## src/rtl/rs232_ser.sv

```systemverilog
// RS-232 8N1 transmitter: takes bytes over a req/ack handshake and shifts them out LSB first.
// Define RS232_SER_PARITY_EN to insert an even-parity bit between data bit 7 and the stop bit.
module rs232_ser #(
   parameter int P_CLK_FREQ_HZ = 100000000,
   parameter int P_BAUD_RATE   = 9600
) (
   input  logic       clk,
   input  logic       rst,
   input  logic [7:0] tx_data,
   input  logic       tx_req,
   output logic       tx_ack,
   output logic       tx,
   output logic       busy
);

   function automatic int clogb2(input int value);
      int v;
      int r;
      v = value - 1;
      for (r = 0; v > 0; r++) begin
         v = v >> 1;
      end
      return r;
   endfunction

   localparam int BIT_CNT_MAX = P_CLK_FREQ_HZ / P_BAUD_RATE;
   localparam int CNT_W       = clogb2(BIT_CNT_MAX);
   localparam logic [CNT_W-1:0] CNT_LAST = CNT_W'(BIT_CNT_MAX - 1);

   typedef enum logic [2:0] {
      S_IDLE,
      S_START,
      S_SHIFT,
`ifdef RS232_SER_PARITY_EN
      S_PARITY,
`endif
      S_STOP
   } state_t;

   state_t           state;
   logic [CNT_W-1:0] bit_cnt;
   logic [2:0]       shift_cnt;
   logic [7:0]       shift_reg;
   logic             bit_done;
`ifdef RS232_SER_PARITY_EN
   logic             parity;
`endif

   assign bit_done = (bit_cnt == CNT_LAST);

   // Each state drives tx one cycle ahead so the line is registered and glitch-free.
   always_ff @(posedge clk) begin
      if (rst) begin
         state     <= S_IDLE;
         bit_cnt   <= '0;
         shift_cnt <= 3'd0;
         shift_reg <= 8'h00;
         tx        <= 1'b1;
         tx_ack    <= 1'b0;
         busy      <= 1'b0;
`ifdef RS232_SER_PARITY_EN
         parity    <= 1'b0;
`endif
      end else begin
         tx_ack <= 1'b0;
         if (state != S_IDLE) begin
            bit_cnt <= bit_done ? '0 : bit_cnt + 1'b1;
         end
         case (state)
            S_IDLE: begin
               tx   <= 1'b1;
               busy <= 1'b0;
               if (tx_req) begin
                  shift_reg <= tx_data;
`ifdef RS232_SER_PARITY_EN
                  parity    <= ^tx_data;
`endif
                  tx_ack    <= 1'b1;
                  tx        <= 1'b0;
                  busy      <= 1'b1;
                  bit_cnt   <= '0;
                  shift_cnt <= 3'd0;
                  state     <= S_START;
               end
            end
            S_START: begin
               if (bit_done) begin
                  tx    <= shift_reg[0];
                  state <= S_SHIFT;
               end
            end
            S_SHIFT: begin
               if (bit_done) begin
                  shift_reg <= shift_reg >> 1;
                  shift_cnt <= shift_cnt + 3'd1;
                  if (shift_cnt == 3'd7) begin
`ifdef RS232_SER_PARITY_EN
                     tx    <= parity;
                     state <= S_PARITY;
`else
                     tx    <= 1'b1;
                     state <= S_STOP;
`endif
                  end else begin
                     tx <= shift_reg[1];
                  end
               end
            end
`ifdef RS232_SER_PARITY_EN
            S_PARITY: begin
               if (bit_done) begin
                  tx    <= 1'b1;
                  state <= S_STOP;
               end
            end
`endif
            S_STOP: begin
               if (bit_done) begin
                  tx    <= 1'b1;
                  busy  <= 1'b0;
                  state <= S_IDLE;
               end
            end
            default: begin
               tx    <= 1'b1;
               busy  <= 1'b0;
               state <= S_IDLE;
            end
         endcase
      end
   end

endmodule

```

## config.mk

```make
export PLATFORM = sky130hd
export DESIGN_NAME = rs232_ser
export DESIGN_NICKNAME = d
export VERILOG_FILES = /design/src/rtl/rs232_ser.sv
export SDC_FILE = /design/constraint.sdc
export NUM_CORES = 1
export LEC_CHECK = 0
export ABC_AREA = 1
export ABC_CLOCK_PERIOD_IN_PS = 1800
export BUFFER_PORTS_ARGS = -buffer_cell sky130_fd_sc_hd__clkbuf_2
export CORE_MARGIN = 8
export CORE_UTILIZATION = 45
export DETAILED_ROUTE_END_ITERATION = 8
export PLACE_DENSITY = 0.67
export SLEW_MARGIN = 40
export SYNTH_ARGS = -nofsm -noshare
export SYNTH_HDL_FRONTEND = slang
export SYNTH_SLANG_ARGS = --single-unit
```

## constraint.sdc

```tcl
create_clock -name clk -period 1.8 [get_ports clk]
set_input_delay 0.27 -clock clk [delete_from_list [all_inputs] [get_ports clk]]
set_output_delay 0.27 -clock clk [all_outputs]
set_load 0.03 [all_outputs]
```

[Word-level counts from Yosys, hierarchy flattened]
Cells that the tools add are included.
Word-level totals
  register bits: 31
  bits of input ports: 11
  output and inout bits: 3
  logic and storage cells: 55
Cells by class
  reduce and logical (&&, ||, !) cells: 9
  $add $sub $neg: 2
  equal/unequal tests: 10
  multiplexer cells: 25
  bitwise logic cells: 2
Operators by type and width (number)
  2-to-1 mux 14 bit: 4
  2-to-1 mux 3 bit: 7
  2-to-1 mux 8 bit: 2
  one-hot mux 8 bit (2 select lines): 1
  adder 14 x 1 -> 14 bit, second input constant: 1
  == test 14 bit, second input constant: 1
  one-hot mux 3 bit (4 select lines): 1
  != test 2 bit, second input constant: 5
  2-to-1 mux 1 bit: 7
  == test 3 x 2 -> 1 bit, second input constant: 2
  one-hot mux 3 bit (2 select lines): 1
  AND reduction 3 bit: 2
  AND reduction 5 bit: 1
  one-hot mux 1 bit (4 select lines): 1
  OR reduction 2 bit: 2
  adder 3 x 1 -> 3 bit, second input constant: 1
  == test 3 x 1 -> 1 bit, second input constant: 1
  == test 3 bit, second input constant: 1
  logical NOT 3 bit: 1
  one-hot mux 1 bit (3 select lines): 1
  nonzero test 3 bit: 1
  inverter 1 bit: 2
  AND reduction 2 bit: 1
  nonzero test 2 bit: 1

[Depth between registers and ports, before layout]
Gate-level depths: netlist of the first run.
  depth in word-level cells: 5
  mapped depth: 10
  mapped depth without buffers: 10

[Worst setup path before layout of the first run]
No wires, ideal clock.
  kind: register -> register
  start point: register bit_cnt[0]
  end point: register shift_cnt[2]
  arrival: 1.315 ns
  stages on the path, launching flop included: 10
  setup slack: 0.354 ns
  data required time: 1.669 ns
  library setup time: 0.131 ns
  period minus slack after synthesis: 1.446 ns
  path buffers: 1
  cells stage by stage: dfxtp_1 ha_1 nand3_2 nor2_4 nand2_4 nand2_4 nand2_1 buf_6 nand2_1 a21oi_2
Between the ends
  word-level cells in the longest chain between the ends: 3
Ends and longest elaborated chain
  start: declaration: RTL line 41  | logic [CNT_W-1:0] bit_cnt;
  start signal: assignment: RTL line 67  | bit_cnt <= bit_done ? '0 : bit_cnt + 1'b1;
  == test 14 bit: RTL line 49  | assign bit_done = (bit_cnt == CNT_LAST);
  != test 2 bit (no source line)
  AND reduction 3 bit (no source line)
  end signal: assignment: RTL line 95  | shift_cnt <= shift_cnt + 3'd1;
  end: declaration: RTL line 42  | logic [2:0] shift_cnt;
No other way between the ends.
A chain may end at the register's enable or synchronous reset.

[Worst setup path in the final report of the first run]
  start point: register state[0]
  end point: register bit_cnt[11]
Between the ends
  word-level cells in the longest chain between the ends: 4
  elaborated cells on any way between the ends: 5
  classes of those cells: mux: 3; reduce/logical: 2
Ends and longest elaborated chain
  start: declaration: RTL line 40  | state_t state;
  start signal: assignment: RTL line 54  | state <= S_IDLE;
  start signal: assignment: RTL line 83  | state <= S_START;
  start signal: assignment: RTL line 89  | state <= S_SHIFT;
  nonzero test 3 bit: RTL line 66  | if (state != S_IDLE) begin
  2-to-1 mux 14 bit: RTL line 66
  2-to-1 mux 14 bit: RTL line 73  | if (tx_req) begin
  2-to-1 mux 14 bit *: RTL line 69  | case (state)
Mark *: on every way between the ends. The rest lies on a longest branch, timed or not.

==> impl_metrics.env, run 1 <==
export IMPL_p_leak_nw=0.834
export IMPL_async_flop_share_pct=0
export IMPL_clock_sinks=30
export IMPL_ys_ff_latch=30
export IMPL_cts_root_buffer="clkbuf_8"
export IMPL_grt_start_max_net_pins=22
export IMPL_setup_viol=0
export IMPL_dpl_cell_count=313
export IMPL_worst_clock_skew_ns=0.00287
export IMPL_routed_via_count=1608
export IMPL_power_switching_uw=882
export IMPL_clkSlewWorstSetupHoldPaths_ns=0.06
export IMPL_fin_crit_sh_pct=90.7
export IMPL_period_needed_ns=1.63
export IMPL_die_area_mm2=0.00613
export IMPL_clock_fmax_mhz=612
export IMPL_required_ns=2.01
export IMPL_htree_levels=2
export IMPL_tns_ns=0
export IMPL_synthTopCellsByArea="dfxtp_1 (34%), nand2_1 (18%), nand3_1 (7.7%)"
export IMPL_drt_initial_drc_count=136
export IMPL_startpoint_type="flip-flop"
export IMPL_via_per_inst=5.01
export IMPL_ys_seq_area_share_pct=34.4
export IMPL_rsz0062_at_grt="false"
export IMPL_path_class="reg2reg"
export IMPL_yosys_top_cells_count="nand2_1 (86), dfxtp_1 (30), nand3_1 (27)"
export IMPL_p_seq_share_pct=36.5
export IMPL_synth_cells=254
export IMPL_ys_warn_count=0
export IMPL_largest_reg_flops=14
export IMPL_start_util_pct=47.4
export IMPL_drc=0
export IMPL_p_int_mw=1.46
export IMPL_synth_largest_area_cell="dfxtp_1"
export IMPL_synthDistinctLibCells=30
export IMPL_p_clk_share_pct=27.0
export IMPL_worstSkewPairLatency_ns=0.27
export IMPL_fp_dieH_um=78.3
export IMPL_tritoncts="yes"
export IMPL_wirelength_um=3670
export IMPL_drive_gt1_share_pct=15.4
export IMPL_slew_violations=0
export IMPL_area_growth_pct=11.5
export IMPL_ios=14
export IMPL_first_global_vias=1450
export IMPL_outcome="finished, final reports clean"
export IMPL_grt_pass1_wl_um=6420
export IMPL_die_x_um=78.3
export IMPL_antenna_cells=0
export IMPL_cp_end_kind="flip-flop"
export IMPL_numCtsBuffers=5
export IMPL_clock_path_buffers=2
export IMPL_ys_flop_type="dfxtp_1"
export IMPL_crit_arrival_ns=1.85
export IMPL_synth_edff_count=0
export IMPL_p_per_area_mw_per_mm2=1200
export IMPL_worst_pin_slew_ns=0.385
export IMPL_pwr_share_comb_pct=36.5
export IMPL_wl_per_cell_um=11.4
export IMPL_synth_most_common_cell="nand2_1"
export IMPL_grt_total_usage_pct=12.6
export IMPL_ir_drop_mv=0.494
export IMPL_nets=291
export IMPL_drt_first_pass_iters=7
export IMPL_grt_antenna_before_repair=0
export IMPL_max_slew_margin_rel_pct=74.3
export IMPL_finalHoldViolCount=0
export IMPL_dpl_hpwl_um=2580
export IMPL_portBuffers=13
export IMPL_synth_top_cell_area_share_pct=34.4
export IMPL_cap_viol_max_count=0
export IMPL_switching_share_pct=37.6
export IMPL_ant_nets=0
export IMPL_fin_cells=321
export IMPL_num_rows=22
export IMPL_place_congestion=0.855
export IMPL_hold_path_class="in2reg"
export IMPL_netlist_area_mm2=0.00175
export IMPL_globalRouteOverflowTotal=0
export IMPL_synthesis_nets=273
export IMPL_fillers=380
export IMPL_postCtsSetupRepairBufs=0
export IMPL_coreArea_mm2=0.00369
export IMPL_syn_area_per_cell_um2=6.88
export IMPL_crit_fanout=14
-- power groups by stage --
stage	logic, mW	clock network (mW)	registers (mW)
2_1_floorplan	0.651	0	0.907
3_3_place_gp	0.844	0	0.864
3_5_place_dp	0.842	0	0.868
4_1_cts	0.851	0.651	0.856
5_1_grt	0.982	0.688	0.868
6_report	0.857	0.632	0.856
-- logic make-up (layout without fill, tap and decap cells) --
group           after synthesis  count (layout)  synth area share (%)
compound gates               37              37                  11.6
xor+xnor                      1               1                 0.502
fa+ha+maj                     8               8                  5.73
buf+inv                      28              47                  9.03
flops                        30              30                  34.4
simple gates                150             150                  38.8
-- what timing repair did --
action                     in CTS  in global routing
setup endpoints to repair       0                  4
gates resized for setup         0                  2
hold buffers                    0                  0
-- critical path, cell delays in order (launching register included) --
cell	delay, ns
dfxtp_1	0.34
inv_1	0.11
ha_1	0.28
inv_2	0.13
or2_4	0.28
inv_2	0.20
o21ai_0	0.13
nor2_1	0.11
-- per-layer routing --
metal,up-vias,wire length [um],track usage [%]
met1,702,1800,15.9
met4,0,29,4.07
met2,39,1600,19.1
met3,4,245,5.13
li1,863,-,-
met5,-,0,0
-- worst paths after layout --
| kind | from | to | slack (ns) | cells after the start |
|---|---|---|---|---|
| worst max-delay path | state[0] | bit_cnt[11] | 0.17 | 7 |
| worst min-delay path | tx_req | tx_ack | 0.29 | 3 |
| worst max register to register | state[0] | bit_cnt[11] | 0.17 | 7 |
| worst min register to register | shift_reg[7] | shift_reg[7] | 0.46 | 2 |
-- area by class of cell --
class / instances / area [um2] / share of cell area (%)
multi-input cells: 196 / 991 / 50.9
flip-flops and latches: 30 / 601 / 30.8
inverters: 20 / 75.1 / 3.86
clock buffers: 8 / 110 / 5.66
well taps: 48 / 60.1 / 3.08
repair buffers: 19 / 110 / 5.66
-- per-stage QoR --
step	power, mW	setup slack, ns	util (%)	instance area, um2	hold WS [ns]
after floorplan	1.56	0.354	-	1750	0.339
after global placement	1.71	0.150	49.7	1830	0.455
after detailed placement	1.71	0.0983	49.7	1830	0.452
after CTS	2.36	0.0755	52.7	1940	0.284
after global routing	2.54	0.00869	52.8	1950	0.298
final	2.35	0.167	52.8	1950	0.294
-- cell usage in the layout, fill, tap and decap left out --
cell and instances:
buf_4 6, clkbuf_2 13, o21ai_1 2, nand3b_1 4
or2_2 2, or2_4 1, nand2_4 2, nor2_4 1
inv_2 2, dfxtp_1 30, a21oi_1 23, nor2_2 1
nand2_2 2, nand4_1 5, o21bai_1 4, inv_1 18
nand3_1 27, nand3_2 1, a21oi_2 2, xnor2_1 1
nor2_1 16, ha_1 8, nor3_1 2, clkbuf_8 8
nor3_2 1, nand2_1 85, o21ai_0 6
(Power assumes the default switching activity.)
==> inputs of run 2 (changes only) <==
--- a/config.mk
+++ b/config.mk
@@ -8,10 +8,11 @@
 export ABC_AREA = 1
 export ABC_CLOCK_PERIOD_IN_PS = 1800
 export BUFFER_PORTS_ARGS = -buffer_cell sky130_fd_sc_hd__clkbuf_2
-export CORE_MARGIN = 8
+export CORE_MARGIN = 2
 export CORE_UTILIZATION = 45
 export DETAILED_ROUTE_END_ITERATION = 8
 export PLACE_DENSITY = 0.67
+export REMOVE_ABC_BUFFERS = 1
 export SLEW_MARGIN = 40
 export SYNTH_ARGS = -nofsm -noshare
 export SYNTH_HDL_FRONTEND = slang
==> run 2 against run 1 <==
Flip-flop and latch count unchanged. Final cell count down 0.31%. Via count down 0.87%. Utilization down 0.85 points. Routed wire length down 2.6%. Combinational power down 0.6%. Count of clock-buffer cells in the layout down 3. Die area down 28%. Global-route usage up 5.6 points. First-iteration DRC count down 50%. Clock skew up 0.0069 ns. Critical path type unchanged.
==> impl_metrics.env, run 2 (synthesis results as in run 1) <==
export IMPL_pwr_share_comb_pct=38.6
export IMPL_worstPathCellList="inv_1, ha_1, inv_2, or2_4, inv_2, o21ai_0, nor2_1"
export IMPL_start_util_pct=47.4
export IMPL_p_clk_share_pct=23.0
export IMPL_via_per_inst=4.98
export IMPL_finalHoldViolCount=0
export IMPL_wl_per_cell_um=11.2
export IMPL_max_slew_margin_rel_pct=72.0
export IMPL_area_growth_pct=9.67
export IMPL_crit_arrival_ns=1.87
export IMPL_dpl_hpwl_um=2520
export IMPL_htree_levels=2
export IMPL_coreArea_mm2=0.00369
export IMPL_worst_pin_slew_ns=0.421
export IMPL_reg2reg_slack_ns=0.15
export IMPL_rsz0062_at_grt="false"
export IMPL_cp_end_kind="flip-flop"
export IMPL_grt_antenna_before_repair=0
export IMPL_cts_hold_buf=0
export IMPL_largest_reg_flops=14
export IMPL_p_int_mw=1.33
export IMPL_period_needed_ns=1.65
export IMPL_first_global_vias=1304
export IMPL_final_common_cell="nand2_1"
export IMPL_worst_clock_skew_ns=0.00979
export IMPL_ant_nets=0
export IMPL_grt_start_max_net_pins=22
export IMPL_num_rows=22
export IMPL_tritoncts="yes"
export IMPL_slew_violations=0
export IMPL_outcome="finished, final reports clean"
export IMPL_worstSkewPairLatency_ns=0.29
export IMPL_postCtsSetupRepairBufs=0
export IMPL_startpoint_type="flip-flop"
export IMPL_fin_crit_sh_pct=91.8
export IMPL_grt_total_usage_pct=18.2
export IMPL_drt_initial_drc_count=68
export IMPL_grt_pass1_wl_um=5970
export IMPL_portBuffers=13
export IMPL_path_class="reg2reg"
export IMPL_required_ns=2.02
export IMPL_tns_ns=0
export IMPL_numCtsBuffers=5
export IMPL_routed_via_count=1594
export IMPL_p_leak_nw=0.821
export IMPL_power_switching_uw=875
export IMPL_ir_drop_mv=0.484
export IMPL_switching_share_pct=39.6
export IMPL_globalRouteOverflowTotal=0
export IMPL_layout_common_cells="nand2_1 (85), dfxtp_1 (30), nand3_1 (27)"
export IMPL_place_congestion=0.828
export IMPL_clkSlewWorstSetupHoldPaths_ns=0.07
export IMPL_crit_top_cell="inv_2"
export IMPL_clock_path_buffers=2
export IMPL_wirelength_um=3580
export IMPL_crit_fanout=14
export IMPL_hold_path_class="in2reg"
export IMPL_post_route_util_pct=51.9
export IMPL_drc=0
export IMPL_fp_dieH_um=66.3
export IMPL_ios=14
export IMPL_clock_sinks=30
export IMPL_cp_slowest_stage_delay_ns=0.35
export IMPL_slowest_stage="dfxtp_1"
export IMPL_die_x_um=66.3
export IMPL_p_seq_share_pct=38.5
export IMPL_setup_viol=0
export IMPL_die_area_mm2=0.00440
export IMPL_p_per_area_mw_per_mm2=1150
export IMPL_antenna_cells=0
export IMPL_drive_gt1_share_pct=15.1
export IMPL_cap_viol_max_count=0
export IMPL_nets=291
export IMPL_cts_root_buffer="clkbuf_8"
export IMPL_drt_first_pass_iters=4
export IMPL_clock_fmax_mhz=605
run 2: final cells by class:
| cell class | instances | area [um2] |
|---|---|---|
| Sequential cell | 30 | 601 |
| Multi-Input combinational cell | 196 | 991 |
| Fill cell | 399 | 1770 |
| Timing Repair Buffer | 19 | 110 |
| Clock inverter | 2 | 10.0 |
| Clock buffer | 5 | 68.8 |
| Tap cell | 48 | 60.1 |
| Inverter | 20 | 75.1 |
run 2: path summary, 6_finish.rpt:
check / from / end / depth (start not counted)
max: state[1] / bit_cnt[11] / 7
min: tx_req / tx_ack / 3
max reg2reg: state[1] / bit_cnt[11] / 7
min reg2reg: shift_reg[2] / shift_reg[2] / 2
run 2: metal layers:
| metal | vias up | global-route usage [%] | wire length [um] |
|---|---|---|---|
| li1 | 861 | - | - |
| met2 | 25 | 25.0 | 1540 |
| met4 | 0 | 10.7 | 85 |
| met5 | - | 0 | 0 |
| met3 | 6 | 4.26 | 159 |
| met1 | 702 | 25.4 | 1800 |
run 2: through the flow:
step | instances | worst slack [ns] | hold slack, ns | power [mW] | area, um2
after global routing | 320 | 0.00465 | 0.266 | 2.39 | 1920
after detailed placement | 313 | 0.113 | 0.458 | 1.71 | 1830
after floorplan | 246 | -0.624 | 0.332 | 1.45 | 1660
final | 320 | 0.147 | 0.251 | 2.21 | 1920
after CTS | 320 | 0.0924 | 0.247 | 2.23 | 1910
after global placement | 313 | 0.163 | 0.457 | 1.71 | 1830
run 2: power by group through the flow:
stage          sequential [mW]  combinational [mW]  clock [mW]
2_1_floorplan            0.907               0.542           0
3_3_place_gp             0.864               0.847           0
3_5_place_dp             0.865               0.843           0
4_1_cts                  0.850               0.847       0.531
5_1_grt                  0.865               0.960       0.560
6_report                 0.850               0.852       0.507
run 2: what timing repair did:
action,4_1_cts,5_1_grt
setup endpoints to repair,0,3
hold endpoints to repair,0,0
gates resized for setup,0,1
run 2: critical path, delay by kind of cell, from the launching register on:
kind | cells | cell delay (ns)
buffers and inverters | 3 | 0.44
and+or+nand+nor | 2 | 0.39
DFF | 1 | 0.35
adders and majority gates | 1 | 0.27
AOI/OAI and AO/OA | 1 | 0.13
